## src/rtl/rgbw_spi_receiver.sv

```systemverilog
// SPI mode-0 slave front end for the RGBW controller: synchronises the pins, assembles
// MSB-first bytes, presents them with a stretched rdy pulse and echoes the previous byte on MISO.
module rgbw_spi_receiver #(
    parameter int unsigned SYNC_STAGES = 2,
    parameter int unsigned RDY_HOLD    = 4
) (
    input  logic       clk,
    input  logic       reset,
    input  logic       spi_sck,
    input  logic       spi_cs_n,
    input  logic       spi_mosi,
    output logic       spi_miso,
    output logic [7:0] buffRx_spi,
    output logic       rdy,
    output logic       byte_err,
    output logic       overrun
);

    localparam int unsigned        HOLD_W    = $clog2(RDY_HOLD + 1);
    localparam logic [HOLD_W-1:0]  HOLD_INIT = HOLD_W'(RDY_HOLD - 1);

    typedef enum logic {
        ST_IDLE   = 1'b0,
        ST_ACTIVE = 1'b1
    } state_t;

    logic [SYNC_STAGES-1:0] r_sck_sync;
    logic [SYNC_STAGES-1:0] r_cs_sync;
    logic [SYNC_STAGES-1:0] r_mosi_sync;
    logic                   r_sck_prev;

    state_t             r_state;
    logic [2:0]         r_bit_cnt;
    logic [7:0]         r_rx_sr;
    logic [7:0]         r_tx_sr;
    logic [7:0]         r_buff;
    logic [HOLD_W-1:0]  r_hold;
    logic               r_rdy;
    logic               r_err;
    logic               r_ovr;
    logic               r_miso;

    logic               w_sck_s;
    logic               w_cs_s;
    logic               w_mosi_s;
    logic               w_sck_rise;
    logic               w_sck_fall;
    logic [7:0]         w_byte;

    state_t             w_state_nxt;
    logic [2:0]         w_bit_cnt_nxt;
    logic [7:0]         w_rx_nxt;
    logic [7:0]         w_tx_nxt;
    logic [7:0]         w_buff_nxt;
    logic [HOLD_W-1:0]  w_hold_nxt;
    logic               w_rdy_nxt;
    logic               w_err_nxt;
    logic               w_ovr_nxt;
    logic               w_miso_nxt;
    logic               w_done;

    assign w_sck_s    = r_sck_sync[SYNC_STAGES-1];
    assign w_cs_s     = r_cs_sync[SYNC_STAGES-1];
    assign w_mosi_s   = r_mosi_sync[SYNC_STAGES-1];
    assign w_sck_rise = w_sck_s & ~r_sck_prev;
    assign w_sck_fall = ~w_sck_s & r_sck_prev;
    assign w_byte     = {r_rx_sr[6:0], w_mosi_s};

    assign spi_miso   = r_miso;
    assign buffRx_spi = r_buff;
    assign rdy        = r_rdy;
    assign byte_err   = r_err;
    assign overrun    = r_ovr;

    // Pin synchronisers; cs_n idles deasserted so reset never looks like a select
    always_ff @(posedge clk or negedge reset) begin
        if (!reset) begin
            r_sck_sync  <= '0;
            r_cs_sync   <= '1;
            r_mosi_sync <= '0;
            r_sck_prev  <= 1'b0;
        end else begin
            r_sck_sync  <= {r_sck_sync[SYNC_STAGES-2:0], spi_sck};
            r_cs_sync   <= {r_cs_sync[SYNC_STAGES-2:0], spi_cs_n};
            r_mosi_sync <= {r_mosi_sync[SYNC_STAGES-2:0], spi_mosi};
            r_sck_prev  <= w_sck_s;
        end
    end

    always_ff @(posedge clk or negedge reset) begin
        if (!reset) begin
            r_state   <= ST_IDLE;
            r_bit_cnt <= '0;
            r_rx_sr   <= '0;
            r_tx_sr   <= '0;
            r_buff    <= '0;
            r_hold    <= '0;
            r_rdy     <= 1'b0;
            r_err     <= 1'b0;
            r_ovr     <= 1'b0;
            r_miso    <= 1'b0;
        end else begin
            r_state   <= w_state_nxt;
            r_bit_cnt <= w_bit_cnt_nxt;
            r_rx_sr   <= w_rx_nxt;
            r_tx_sr   <= w_tx_nxt;
            r_buff    <= w_buff_nxt;
            r_hold    <= w_hold_nxt;
            r_rdy     <= w_rdy_nxt;
            r_err     <= w_err_nxt;
            r_ovr     <= w_ovr_nxt;
            r_miso    <= w_miso_nxt;
        end
    end

    always_comb begin
        w_state_nxt   = r_state;
        w_bit_cnt_nxt = r_bit_cnt;
        w_rx_nxt      = r_rx_sr;
        w_tx_nxt      = r_tx_sr;
        w_buff_nxt    = r_buff;
        w_hold_nxt    = r_hold;
        w_rdy_nxt     = r_rdy;
        w_err_nxt     = 1'b0;
        w_ovr_nxt     = r_ovr;
        w_miso_nxt    = 1'b0;
        w_done        = 1'b0;

        case (r_state)
            ST_IDLE: begin
                w_bit_cnt_nxt = '0;
                if (!w_cs_s) begin
                    w_tx_nxt    = r_buff;
                    w_state_nxt = ST_ACTIVE;
                end
            end
            ST_ACTIVE: begin
                // Deselect takes priority over a coincident sck edge
                if (w_cs_s) begin
                    w_state_nxt   = ST_IDLE;
                    w_bit_cnt_nxt = '0;
                    w_err_nxt     = (r_bit_cnt != 3'd0);
                end else if (w_sck_rise) begin
                    w_rx_nxt = w_byte;
                    if (r_bit_cnt == 3'd7) begin
                        w_done        = 1'b1;
                        w_buff_nxt    = w_byte;
                        w_tx_nxt      = w_byte;
                        w_bit_cnt_nxt = '0;
                    end else begin
                        w_bit_cnt_nxt = r_bit_cnt + 3'd1;
                    end
                end else if (w_sck_fall && (r_bit_cnt != 3'd0)) begin
                    w_tx_nxt = {r_tx_sr[6:0], 1'b0};
                end
            end
            default: w_state_nxt = ST_IDLE;
        endcase

        // A new byte restarts the hold window; one landing inside it is an overrun
        if (w_done) begin
            w_rdy_nxt  = 1'b1;
            w_hold_nxt = HOLD_INIT;
            if (r_rdy) begin
                w_ovr_nxt = 1'b1;
            end
        end else if (r_rdy) begin
            if (r_hold == '0) begin
                w_rdy_nxt = 1'b0;
            end else begin
                w_hold_nxt = r_hold - HOLD_W'(1);
            end
        end

        w_miso_nxt = (w_state_nxt == ST_ACTIVE) ? w_tx_nxt[7] : 1'b0;
    end

endmodule

```

## config.mk

```make
export PLATFORM = sky130hd
export DESIGN_NAME = rgbw_spi_receiver
export DESIGN_NICKNAME = d
export VERILOG_FILES = /design/src/rtl/rgbw_spi_receiver.sv
export SDC_FILE = /design/constraint.sdc
export NUM_CORES = 1
export LEC_CHECK = 0
export ABC_AREA = 1
export ABC_CLOCK_PERIOD_IN_PS = 1700
export BUFFER_PORTS_ARGS = -buffer_cell sky130_fd_sc_hd__buf_2
export CORE_ASPECT_RATIO = 0.6
export CORE_UTILIZATION = 53
export CTS_BUF_LIST = sky130_fd_sc_hd__clkbuf_8
export DETAILED_ROUTE_END_ITERATION = 8
export HOLD_SLACK_MARGIN = 0.12
export PLACE_DENSITY_LB_ADDON = 0.1
export SLEW_MARGIN = 20
export SYNTH_ARGS = -nofsm -noshare
export SYNTH_HDL_FRONTEND = slang
export SYNTH_SLANG_ARGS = --single-unit
```

## constraint.sdc

```tcl
create_clock -name clk -period 1.7 [get_ports clk]
set_input_delay 0.34 -clock clk [delete_from_list [all_inputs] [get_ports clk]]
set_output_delay 0.34 -clock clk [all_outputs]
set_load 0.1 [all_outputs]
```

# After elaboration in Yosys (flattened, before gate mapping)
# Cells that the tools add are included.
[word_totals]
regBits = 41
in_bits = 5
output_inout_bits = 12
wordCells = 63
[classes]
n_addsub = 2
eq_ne = 7
mux = 24
n_bitwise = 6
reduce_logical = 9
[ops]
columns = ["operator", "n"]
rows = [
  ["8-bit 2-to-1 mux", 5],
  ["3-bit 2-to-1 mux", 6],
  ["8-bit one-hot mux with 2 select lines", 1],
  ["1-bit 2-to-1 mux", 11],
  ["4-bit AND reduction", 2],
  ["2-bit inequality test (second input constant)", 3],
  ["3-bit by 2-bit inequality test with 1-bit output (second input constant)", 2],
  ["3-bit one-hot mux with 2 select lines", 1],
  ["1-bit inverter", 4],
  ["2-bit AND reduction", 2],
  ["3-bit by 1-bit adder with 3-bit output (second input constant)", 1],
  ["3-bit == test (second input constant)", 1],
  ["3-bit logical NOT", 1],
  ["3-bit by 1-bit inequality test with 1-bit output (second input constant)", 1],
  ["3-bit AND reduction", 1],
  ["3-bit nonzero test", 1],
  ["3-bit by 1-bit subtractor with 3-bit output (second input constant)", 1],
  ["1-bit bitwise AND", 2],
  ["2-bit nonzero test", 1],
  ["1-bit logical AND", 1],
]

# Logic depth before layout (Yosys ltp)
# Gate-level depths: netlist (run 1).
[depth]
depth_word = 8
ltp_mapped = 10
depth_no_buf = 10

# Worst setup path before layout (run 1)
# OpenSTA, ideal clock, no wires.
[synth_timing]
path_type = "register to register"
from = "reg r_rdy (netlist: rdy)"
to = "reg r_hold[2]"
setup_ps = 119
arrival_ps = 1471
required_ps = 1581
path_slack_ps = 110
path_stages_with_launch = 6
n_path_buf = 0
period_less_slack_ps = 1590
cell_sequence = "dfrtp_1 -> nand2_1 -> inv_1 -> nand2_1 -> nor2_1 -> nor3_1"
[synth_between]
elab_chain_len = 2
[synth_lines]
columns = ["element", "line", "rtl"]
rows = [
  ["start, declared", "38", "logic r_rdy;"],
  ["start signal, assigned", "109", "r_rdy <= w_rdy_nxt;"],
  ["2-bit nonzero test (no source line)", "--", ""],
  ["2-bit AND reduction (no source line)", "--", ""],
  ["end signal, assigned", "108", "r_hold <= w_hold_nxt;"],
  ["end, declared", "37", "logic [HOLD_W-1:0] r_hold;"],
]
# Every way passes these cells.
# A chain may end at the register's enable or synchronous reset.

# Final worst setup path (run 1)
[layout_timing]
from = "reg r_bit_cnt[0]"
to = "reg r_tx_sr[0]"
[layout_between]
elab_chain_len = 4
word_cells_on_any_way = 6
cone_classes = "eq/ne (3); reduce/logical (3)"
[layout_lines]
columns = ["element", "line", "rtl"]
rows = [
  ["start, declared", "33", "logic [2:0] r_bit_cnt;"],
  ["start signal, assigned", "104", "r_bit_cnt <= w_bit_cnt_nxt;"],
  ["3-bit nonzero test", "153", "end else if (w_sck_fall && (r_bit_cnt != 3'd0)) begin"],
  ["1-bit logical AND", "153", ""],
  ["3-bit by 1-bit inequality test with 1-bit output (no source line)", "--", ""],
  ["4-bit AND reduction (no source line) *", "--", ""],
  ["end signal, assigned", "106", "r_tx_sr <= w_tx_nxt;"],
  ["end, declared", "35", "logic [7:0] r_tx_sr;"],
]
# Every way passes the cells marked *; elsewhere a longest branch is shown, timed or not.

==> results of run 1 <==
-- layer usage --
layer	up-vias	GRT usage [%]	part of all wire, %	wire, microns
met5	-	0	0	0
met4	0	5.36	0.86	33
met3	7	6.17	5.7	220
met2	45	33.2	43	1660
met1	684	35.2	50	1930
li1	719	-	-	-
-- cells in the final DEF (no fill, tap or decap), drive strengths merged, types with 4 or more instances in the layout --
cell    count
nor2       11
nand3       8
nand2      91
inv        25
dfrtp      39
nor3        4
ha          5
a21oi      10
buf        19
clkbuf      6
o21ai      16
-- kinds of logic (layout without fill, tap and decap cells) --
family	count (synthesis)	after routing
adders and majority gates	5	5
AOI/OAI and AO/OA	28	28
DFF	41	41
buffers and inverters	30	52
and+or+nand+nor	114	114
-- worst max-delay path: stages (launching register included) --
cell	delay, ps
dfrtp_1	390
ha_1	200
ha_2	230
inv_4	70
buf_4	180
nor2_8	90
a21oi_1	230
nand2_1	90
-- sequential cells by signal (all words and copies together) (netlist names) --
register and count:
buffRx_spi 8, r_tx_sr 8, r_rx_sr 7, r_bit_cnt 3, r_hold 3, r_cs_sync 2, r_mosi_sync 2, r_sck_sync 2
byte_err 1, overrun 1, r_sck_prev 1, r_state 1, rdy 1, spi_miso 1
-- area by class of cell --
class / count / area (sq um)
inverter: 24 / 97.6
clock buffer: 6 / 82.6
multi-input combinational: 147 / 772
clock inverter: 2 / 33.8
tap: 45 / 56.3
timing repair buffer: 20 / 125
sequential: 41 / 1030
fill: 274 / 1190
-- what timing repair did --
| item | CTS | global route |
|---|---|---|
| setup endpoints to repair | 0 | 6 |
| gates resized for setup | 0 | 1 |
| endpoints found under the hold margin | 18 | 0 |
| hold buffers | 1 | 0 |
-- worst max-delay path by stage --
stage / from / end / slack [ps] / cells past startpoint
after global placement: r_bit_cnt[0] / r_tx_sr[0] / 90 / 7
final: r_bit_cnt[0] / r_tx_sr[0] / 90 / 7
after global routing: r_bit_cnt[0] / r_tx_sr[0] / 10 / 7
after detailed placement: r_bit_cnt[0] / r_tx_sr[0] / 30 / 7
after CTS: r_bit_cnt[0] / r_tx_sr[0] / 20 / 7
after floorplan: rdy / r_hold[2] / 110 / 5
-- power by group through the flow --
stage               Combinational [mW]  Sequential [mW]  Clock, mW
finish                           0.174             1.09      0.791
global route                     0.199             1.10      0.859
CTS                              0.176             1.09      0.807
detailed placement               0.173             1.11          0
global placement                 0.168             1.11          0
floorplan                        0.117             1.10          0
==> reports/results.ini, run 1 <==
[sta]
finalHoldViolations = 0
rsz0062_at_grt = false
fin_skew_ps = 7.49
max_freq_mhz = 620
drv_slew = 0
slew_headroom_pct = 67.6
tightest_slew_ps = 489
setup_tns_ps = 0
setup_viol = 0
finalCritPeriodShare_pct = 94.9
finalWorstSetupSlack_ps = 86.9
period_minus_slack_ps = 1610
finalHoldWorstSlack_ps = 139

[power_and_ir_drop]
seqPwrFrac_pct = 53.1
p_switching_mw = 0.494
intPower_mw = 1.56
p_per_area_nw_per_um2 = 938
combPwrFrac_pct = 8.5
power_mw = 2.06
clkPwrFrac_pct = 38.4
p_sw_share_pct = 24.0
ir_drop_mv = 0.619
power_leakage_nw = 1.20

[worst_setup_path]
critical_path_arrival_ps = 1780
reg2reg_depth = 7
cp_max_fo = 17
endpoint_kind = flop
worstSetupPathType = flop to flop
worst_setup_path_start_kind = flop
r2r_slack_ps = 90
worstReg2RegStart = r_bit_cnt[0]
r2r-end = r_tx_sr[0]
required_ps = 1870

[floorplan]
initial_core_util_pct = 57.5
io_pins = 17
die_h_microns = 48.9
fp-row-count = 16
die_area_sq_um = 3930
core_region_area_sq_um = 3380
die_w_microns = 80.2

[global_route]
overflow = 0
grt_pass1_wl_mm = 6.75
grtUsageTotal_pct = 23.2
grt_start_max_net_pins = 24
antenna_found_initial = 0
grt_pass1_vias = 1378

[min_path]
hold_class = primary input to flop
worstHoldStart = spi_cs_n
hold-path-endpoint = r_cs_sync[0]
hold_depth = 1

[synth]
synth_top_family_by_area = simple AND/OR/NAND/NOR gates
synth_compound_area_share_pct = 7.97
yosysSeqAreaShare_pct = 52.9
synthCells = 218
synth_adder_area_share_pct = 3.22
synth.most_common_cell = nand2_1
synthArstFlopShare_pct = 100
synth-edff-count = 0
synth_top_area_cell = dfrtp_1
synthTopCellsByArea = dfrtp_1, nand2_1, o21ai_1, inv_1, ha_1
yosys.area_share.simple_pct = 28.4
synthTopCellsByCount = nand2_1, dfrtp_1, inv_1, o21ai_1, a21oi_1
ys_dominant_reg_cell = dfrtp_1
syn_area_sq_um = 1950
syn_avg_cell_area_sq_um = 8.92
ys_types = 25
ys_seq_elements = 41
synth_top_cell_area_share_pct = 50.2
yosys.area_share.xor_xnor_pct = 0
yosys-mux-area-fraction_pct = 0
ys_warn_count = 0
syn_nets = 228

[detailed_routing]
wl_per_cell_microns = 13.5
ant_nets = 0
num_vias = 1455
routed_via_density = 5.11
drt-initial-drc-count = 98
wirelength_mm = 3.84
drt_first_pass_iters = 4
drc = 0

[layout]
syn2layout_area_growth_pct = 12.9
fin_util_pct = 64.9
diodes = 0
layout.nets = 249
layout-drive-gt1-share_pct = 22.1
final_cells = 285
final_cell_area_sq_um = 2200

[clocking]
tritoncts = built
cts_max_level = 2
clkTransAtPathRegs_ps = 80
cts_buffer_depth = 2
cts_buffers = 5
cts.sinks = 41
clk_latency_ps = 290
cts_setup_buffers = 0
root_buffer = clkbuf_8

[outcome]
status = finished, final reports clean

[placement]
gp_congestion = 0.849
portBuffers = 16
dp_cells = 276
post_dp_cell_area_sq_um = 2070
pre_cts_ws_ps = 30.5
place_hpwl_mm = 2.88

[run]
drv_cap = 0

No activity file was read; power rests on OpenSTA's default activity.
==> inputs of run 2 (changes only) <==
--- a/config.mk
+++ b/config.mk
@@ -6,12 +6,13 @@
 export NUM_CORES = 1
 export LEC_CHECK = 0
 export ABC_AREA = 1
-export ABC_CLOCK_PERIOD_IN_PS = 1700
+export ABC_CLOCK_PERIOD_IN_PS = 1500
 export BUFFER_PORTS_ARGS = -buffer_cell sky130_fd_sc_hd__buf_2
 export CORE_ASPECT_RATIO = 0.6
 export CORE_UTILIZATION = 53
 export CTS_BUF_LIST = sky130_fd_sc_hd__clkbuf_8
 export DETAILED_ROUTE_END_ITERATION = 8
+export GPL_TIMING_DRIVEN = 0
 export HOLD_SLACK_MARGIN = 0.12
 export PLACE_DENSITY_LB_ADDON = 0.1
 export SLEW_MARGIN = 20
==> constraint.sdc (replaced) <==
create_clock -name clk -period 1.5 [get_ports clk]
set_input_delay 0.3 -clock clk [delete_from_list [all_inputs] [get_ports clk]]
set_output_delay 0.3 -clock clk [all_outputs]
set_load 0.1 [all_outputs]
==> run 2 against run 1 <==
Against the previous run:
- clock power up 12%
- register-to-register slack about the same
- total power up 13%
- non-clock buffer count up 9
- first-iteration DRC count up 42%
- sequential share of layout area down 2.3 points
- via count up 0.55%
- clock skew down 1.9 ps
- largest cell class unchanged
==> reports/results.ini, run 2 (synthesis results as in run 1) <==
[outcome]
status = finished, final reports clean

[global_route]
grt_pass1_vias = 1372  ; -0.44%
overflow = 0  ; unchanged
grt_pass1_wl_mm = 6.44  ; -4.6%
antenna_found_initial = 0  ; unchanged
grt_start_max_net_pins = 42  ; +75%
grtUsageTotal_pct = 22.0  ; -1.2 points

[run]
drv_cap = 0  ; unchanged

[detailed_routing]
wirelength_mm = 3.81  ; -1.0%
wl_met3_microns = 158  ; -28%
num_vias = 1463  ; +0.55%
routed_via_density = 4.98  ; -2.5%
met1_length_mm = 1.95  ; +1.0%
ant_nets = 0  ; unchanged
wl_per_cell_microns = 12.9  ; -4.0%
topRoutingLayerUsed = met4
wl_met2_mm = 1.66  ; +0.18%
drt-initial-drc-count = 139  ; +42%
drt_first_pass_iters = 5  ; +1
drc = 0  ; unchanged

[floorplan]
initial_core_util_pct = 57.5  ; unchanged
fp-row-count = 16  ; unchanged
die_h_microns = 48.9  ; unchanged
die_area_sq_um = 3930  ; unchanged
die_w_microns = 80.2  ; unchanged
io_pins = 17  ; unchanged
core_region_area_sq_um = 3380  ; unchanged

[layout]
diodes = 0  ; unchanged
final_common_cell = nand2_1
multi_input_area_sq_um = 815  ; +5.5%
layout-drive-gt1-share_pct = 27.7  ; +5.6 points
layout_common_cells = nand2_1, dfrtp_1, buf_2, inv_1, o21ai_1
final_cell_area_sq_um = 2310  ; +5.3%
syn2layout_area_growth_pct = 18.8
n_fill_cell = 256  ; -6.6%
final_cells = 294  ; +3.2%
layout.nets = 258  ; +3.6%
regArea_sq_um = 1030  ; +0.12%

[placement]
portBuffers = 16  ; unchanged
place_hpwl_mm = 2.74  ; -4.8%
gp_congestion = 0.893  ; +5.2%
dp_cells = 279  ; +1.1%
post_dp_cell_area_sq_um = 2090  ; +0.91%

[sta]
max_freq_mhz = 695
finalHoldWorstSlack_ps = 119  ; -19.9 ps
finalCritPeriodShare_pct = 96.0
setup_tns_ps = 0  ; unchanged
period_minus_slack_ps = 1440
tightest_slew_ps = 879  ; +390 ps
fin_skew_ps = 5.56  ; -1.93 ps
finalHoldViolations = 0  ; unchanged
rsz0062_at_grt = false
setup_viol = 0  ; unchanged
slew_headroom_pct = 41.4  ; -26 points
drv_slew = 0  ; unchanged

[worst_setup_path]
r2r_slack_ps = 80  ; about the same
cp_top_family = buffers and inverters
cp_max_fo = 3  ; -14
crit_slowest_cell = buf_2
r2r-end = r_tx_sr[1]
reg2reg_depth = 10  ; +3
required_ps = 1200  ; -670 ps
cp_slowest_stage_delay_ps = 440  ; +50 ps
crit_chain = buf_2
worstReg2RegStart = r_bit_cnt[0]
worstSetupPathType = flop to primary output
crit_buf_inv = 1  ; -1
critical_path_arrival_ps = 1140  ; -640 ps
endpoint_kind = primary output
worst_setup_path_start_kind = flop

[clocking]
cts_buffers = 5  ; unchanged
cts_max_level = 2  ; unchanged
root_buffer = clkbuf_8
cts_buffer_depth = 2  ; unchanged
cts.sinks = 41  ; unchanged
clk_latency_ps = 290  ; about the same
tritoncts = built
clkTransAtPathRegs_ps = 80  ; about the same

[power_and_ir_drop]
ir_drop_mv = 0.745  ; +20%
power_mw = 2.33  ; +13%
power_leakage_nw = 1.24  ; +3.0%
p_per_area_nw_per_um2 = 1010  ; +7.6%

[min_path]
hold_class = primary input to async pin

## run 2: cell types whose count changed in the layout (fill, tap and decap cells not counted), moves of 2 or more
cell and change:
buf_6 +3, dlygate4sd3_1 +2, inv_1 -4, ha_1 -2
buf_4 +4, inv_2 +3, ha_4 +2
## run 2: cell type report
class / count / share of cell area [%]
Timing Repair Buffer: 24 / 6.55
Sequential cell: 41 / 44.5
Multi-Input combinational cell: 147 / 35.2
Clock inverter: 3 / 2.00
Clock buffer: 5 / 2.98
Inverter: 24 / 4.44
Tap cell: 45 / 2.44
Buffer: 5 / 1.84
## run 2: worst max-delay path by stage
stage / start / end / depth (start not counted) / slack, ps
2_1_floorplan: r_bit_cnt[0] / r_tx_sr[1] / 10 / 20
3_3_place_gp: r_bit_cnt[0] / r_tx_sr[4] / 10 / -110
3_5_place_dp: r_bit_cnt[0] / r_tx_sr[0] / 10 / -120
4_1_cts: r_bit_cnt[1] / r_tx_sr[0] / 10 / 10
5_1_grt: r_bit_cnt[0] / r_tx_sr[0] / 9 / 2
6_report: buffRx_spi[6] / buffRx_spi[6] / 1 / 60
## run 2: report_power, final
| group | internal, mW | total, mW | switching, mW |
|---|---|---|---|
| clock network | 0.498 | 0.885 | 0.387 |
| registers | 1.17 | 1.24 | 0.0652 |
| logic | 0.0734 | 0.212 | 0.138 |
## run 2: stage by stage
stage                     util (%)  setup slack, ps
after detailed placement      61.6             -122
final                         68.3             60.6
after global placement        61.6             -107
after global routing          68.3             2.34
after CTS                     67.2             9.84
after floorplan                  -             19.2
## run 2: what timing repair did
item / CTS / global route
hold buffers: 3 / 0
resized for setup: 7 / 8
cloned: 0 / 0
endpoints found under the hold margin: 3 / 0
endpoints found under the setup margin: 16 / 7
pin swaps: 2 / 8
buffers inserted: 2 / 3
## run 2: metal layers
layer	global-route usage (%)	up-vias
met5	0	-
met1	34.2	693
met2	31.6	24
met3	5.05	7
met4	4.46	0
li1	-	739
==> inputs of run 3 (changes only) <==
--- a/config.mk
+++ b/config.mk
@@ -8,12 +8,14 @@
 export ABC_AREA = 1
 export ABC_CLOCK_PERIOD_IN_PS = 1500
 export BUFFER_PORTS_ARGS = -buffer_cell sky130_fd_sc_hd__buf_2
+export CELL_PAD_IN_SITES_DETAIL_PLACEMENT = 1
+export CELL_PAD_IN_SITES_GLOBAL_PLACEMENT = 2
 export CORE_ASPECT_RATIO = 0.6
-export CORE_UTILIZATION = 53
+export CORE_UTILIZATION = 38
 export CTS_BUF_LIST = sky130_fd_sc_hd__clkbuf_8
 export DETAILED_ROUTE_END_ITERATION = 8
 export GPL_TIMING_DRIVEN = 0
-export HOLD_SLACK_MARGIN = 0.12
+export HOLD_SLACK_MARGIN = 0.1
 export PLACE_DENSITY_LB_ADDON = 0.1
 export SLEW_MARGIN = 20
 export SYNTH_ARGS = -nofsm -noshare
==> run 3 against run 2 <==
Against the previous run:
- die area is 38% higher
- routed wire length is 24% higher
- non-clock buffer count is 1 higher
- sequential share of layout area is 0.71 points lower
- critical path depth is 8 higher
- critical path type is now flop to flop
- largest power group unchanged
- highest routed layer unchanged
==> reports/results.ini, run 3 (synthesis results as in run 1) <==
[detailed_routing]
wl_per_cell_microns = 15.0  ; +16%
routed_via_density = 4.81  ; -3.4%
wirelength_mm = 4.70  ; +24%
num_vias = 1504  ; +2.8%
drc = 0  ; unchanged
drt_first_pass_iters = 4  ; -1
drt-initial-drc-count = 44  ; -68%
ant_nets = 0  ; unchanged

[layout]
final_common_cell = nand2_1
n_fill_cell = 546  ; +110%
layout_common_cells = nand2_1, dfrtp_1, buf_2, inv_1, o21ai_1
diodes = 0  ; unchanged
final_cell_area_sq_um = 2350  ; +1.6%
syn2layout_area_growth_pct = 20.8
layout.nets = 259  ; +0.39%
final_cells = 313  ; +6.5%
fin_util_pct = 49.7  ; -19 points
layout-drive-gt1-share_pct = 31.2  ; +3.5 points

[power_and_ir_drop]
power_leakage_nw = 1.23  ; -0.47%
p_per_area_nw_per_um2 = 946  ; -6.2%
power_mw = 2.22  ; -4.7%
ir_drop_mv = 0.484  ; -35%

[sta]
finalCritPeriodShare_pct = 96.4  ; +0.43 points
slew_headroom_pct = 39.8  ; -1.6 points
period_minus_slack_ps = 1450  ; +6.50 ps
setup_viol = 0  ; unchanged
finalWorstSetupSlack_ps = 54.1  ; -6.50 ps
fin_skew_ps = 7.88  ; +2.32 ps
setup_tns_ps = 0  ; unchanged
drv_slew = 0  ; unchanged
finalHoldWorstSlack_ps = 115  ; -3.57 ps
finalHoldViolations = 0  ; unchanged
max_freq_mhz = 692  ; -0.45%
rsz0062_at_grt = true
tightest_slew_ps = 903  ; +23.5 ps

[global_route]
grt_start_max_net_pins = 42  ; unchanged
antenna_found_initial = 0  ; unchanged
grtUsageTotal_pct = 19.9  ; -2.1 points
grt_pass1_wl_mm = 7.82  ; +22%
overflow = 0  ; unchanged
grt_pass1_vias = 1582  ; +15%

[worst_setup_path]
cp_max_fo = 4  ; +1
worst_setup_path_start_kind = flop
critical_path_arrival_ps = 1690  ; +550 ps
r2r_slack_ps = 50  ; -30 ps
worstSetupPathType = flop to flop
required_ps = 1740  ; +540 ps
endpoint_kind = flop

[placement]
place_hpwl_mm = 3.34  ; +22%
pre_cts_ws_ps = -130  ; -7.68 ps
gp_congestion = 0.798  ; -11%
post_dp_cell_area_sq_um = 2110  ; +1.1%
dp_cells = 297  ; +6.5%
portBuffers = 16  ; unchanged

[clocking]
cts_max_level = 2  ; unchanged
clk_latency_ps = 310  ; +20 ps
cts.sinks = 41  ; unchanged
tritoncts = built
root_buffer = clkbuf_8
cts_buffer_depth = 2  ; unchanged
clkTransAtPathRegs_ps = 90  ; about the same
cts_buffers = 5  ; unchanged

[floorplan]
die_area_sq_um = 5420  ; +38%
die_w_microns = 94.4  ; +18%
core_region_area_sq_um = 4730  ; +40%
die_h_microns = 57.4  ; +17%
fp-row-count = 19  ; +3
io_pins = 17  ; unchanged
initial_core_util_pct = 41.1  ; -16 points

[run]
drv_cap = 0  ; unchanged

[outcome]
status = finished, final reports clean

[min_path]
hold_class = primary input to async pin

-- run 3: changes by cell type in the layout (fill, tap and decap cells not counted), sizes merged --
cell,before,now
clkbuf,5,6
bufinv,1,0
inv,24,25
-- run 3: worst paths after layout --
kind	from	endpoint	cells past startpoint
setup / recovery	r_bit_cnt[0]	spi_miso	9
hold / removal	reset	r_rx_sr[1]	1
setup reg to reg	r_bit_cnt[0]	spi_miso	9
hold reg to reg	r_cs_sync[0]	r_cs_sync[1]	0
max in group asynchronous	reset	rdy	1
min in group clk	r_cs_sync[0]	r_cs_sync[1]	0
-- run 3: timing repair --
action                                  CTS  global route
hold buffers                              3             0
endpoints found under the setup margin   17            10
pin swaps                                 3            11
buffers inserted                          3             3
hold endpoints to repair                  3             0
gates resized for setup                   8            17
-- run 3: worst max-delay path, stage by stage, from the launching register on --
cell and delay (ps):
dfrtp_1 380, ha_2 200, ha_4 190, inv_8 50, buf_6 110, nand2_2 50
nand2_2 50, a21oi_2 150, nand2_2 80, a21oi_2 120
-- run 3: layout make-up --
type / instances / area [sq um] / area share [%]
Buffer: 5 / 42.5 / 1.81
Clock buffer: 5 / 68.8 / 2.93
Clock inverter: 3 / 21.3 / 0.905
Inverter: 24 / 103 / 4.37
Multi-Input combinational cell: 147 / 841 / 35.8
Sequential cell: 41 / 1030 / 43.8
Tap cell: 63 / 78.8 / 3.35
Timing Repair Buffer: 25 / 165 / 7.03
-- run 3: power breakdown --
group	switching [mW]	internal (mW)	total [mW]	leakage, nW
Sequential	0.0710	1.17	1.24	0.542
Combinational	0.149	0.0766	0.226	0.644
Clock	0.426	0.330	0.756	0.0445
-- run 3: per-layer routing --
metal	GRT usage, %	part of all wire, %	up-vias
li1	-	-	740
met1	27.6	51	735
met2	28.4	43	17
met3	5.47	3.0	12
met4	10.8	2.8	0
met5	0	0	-
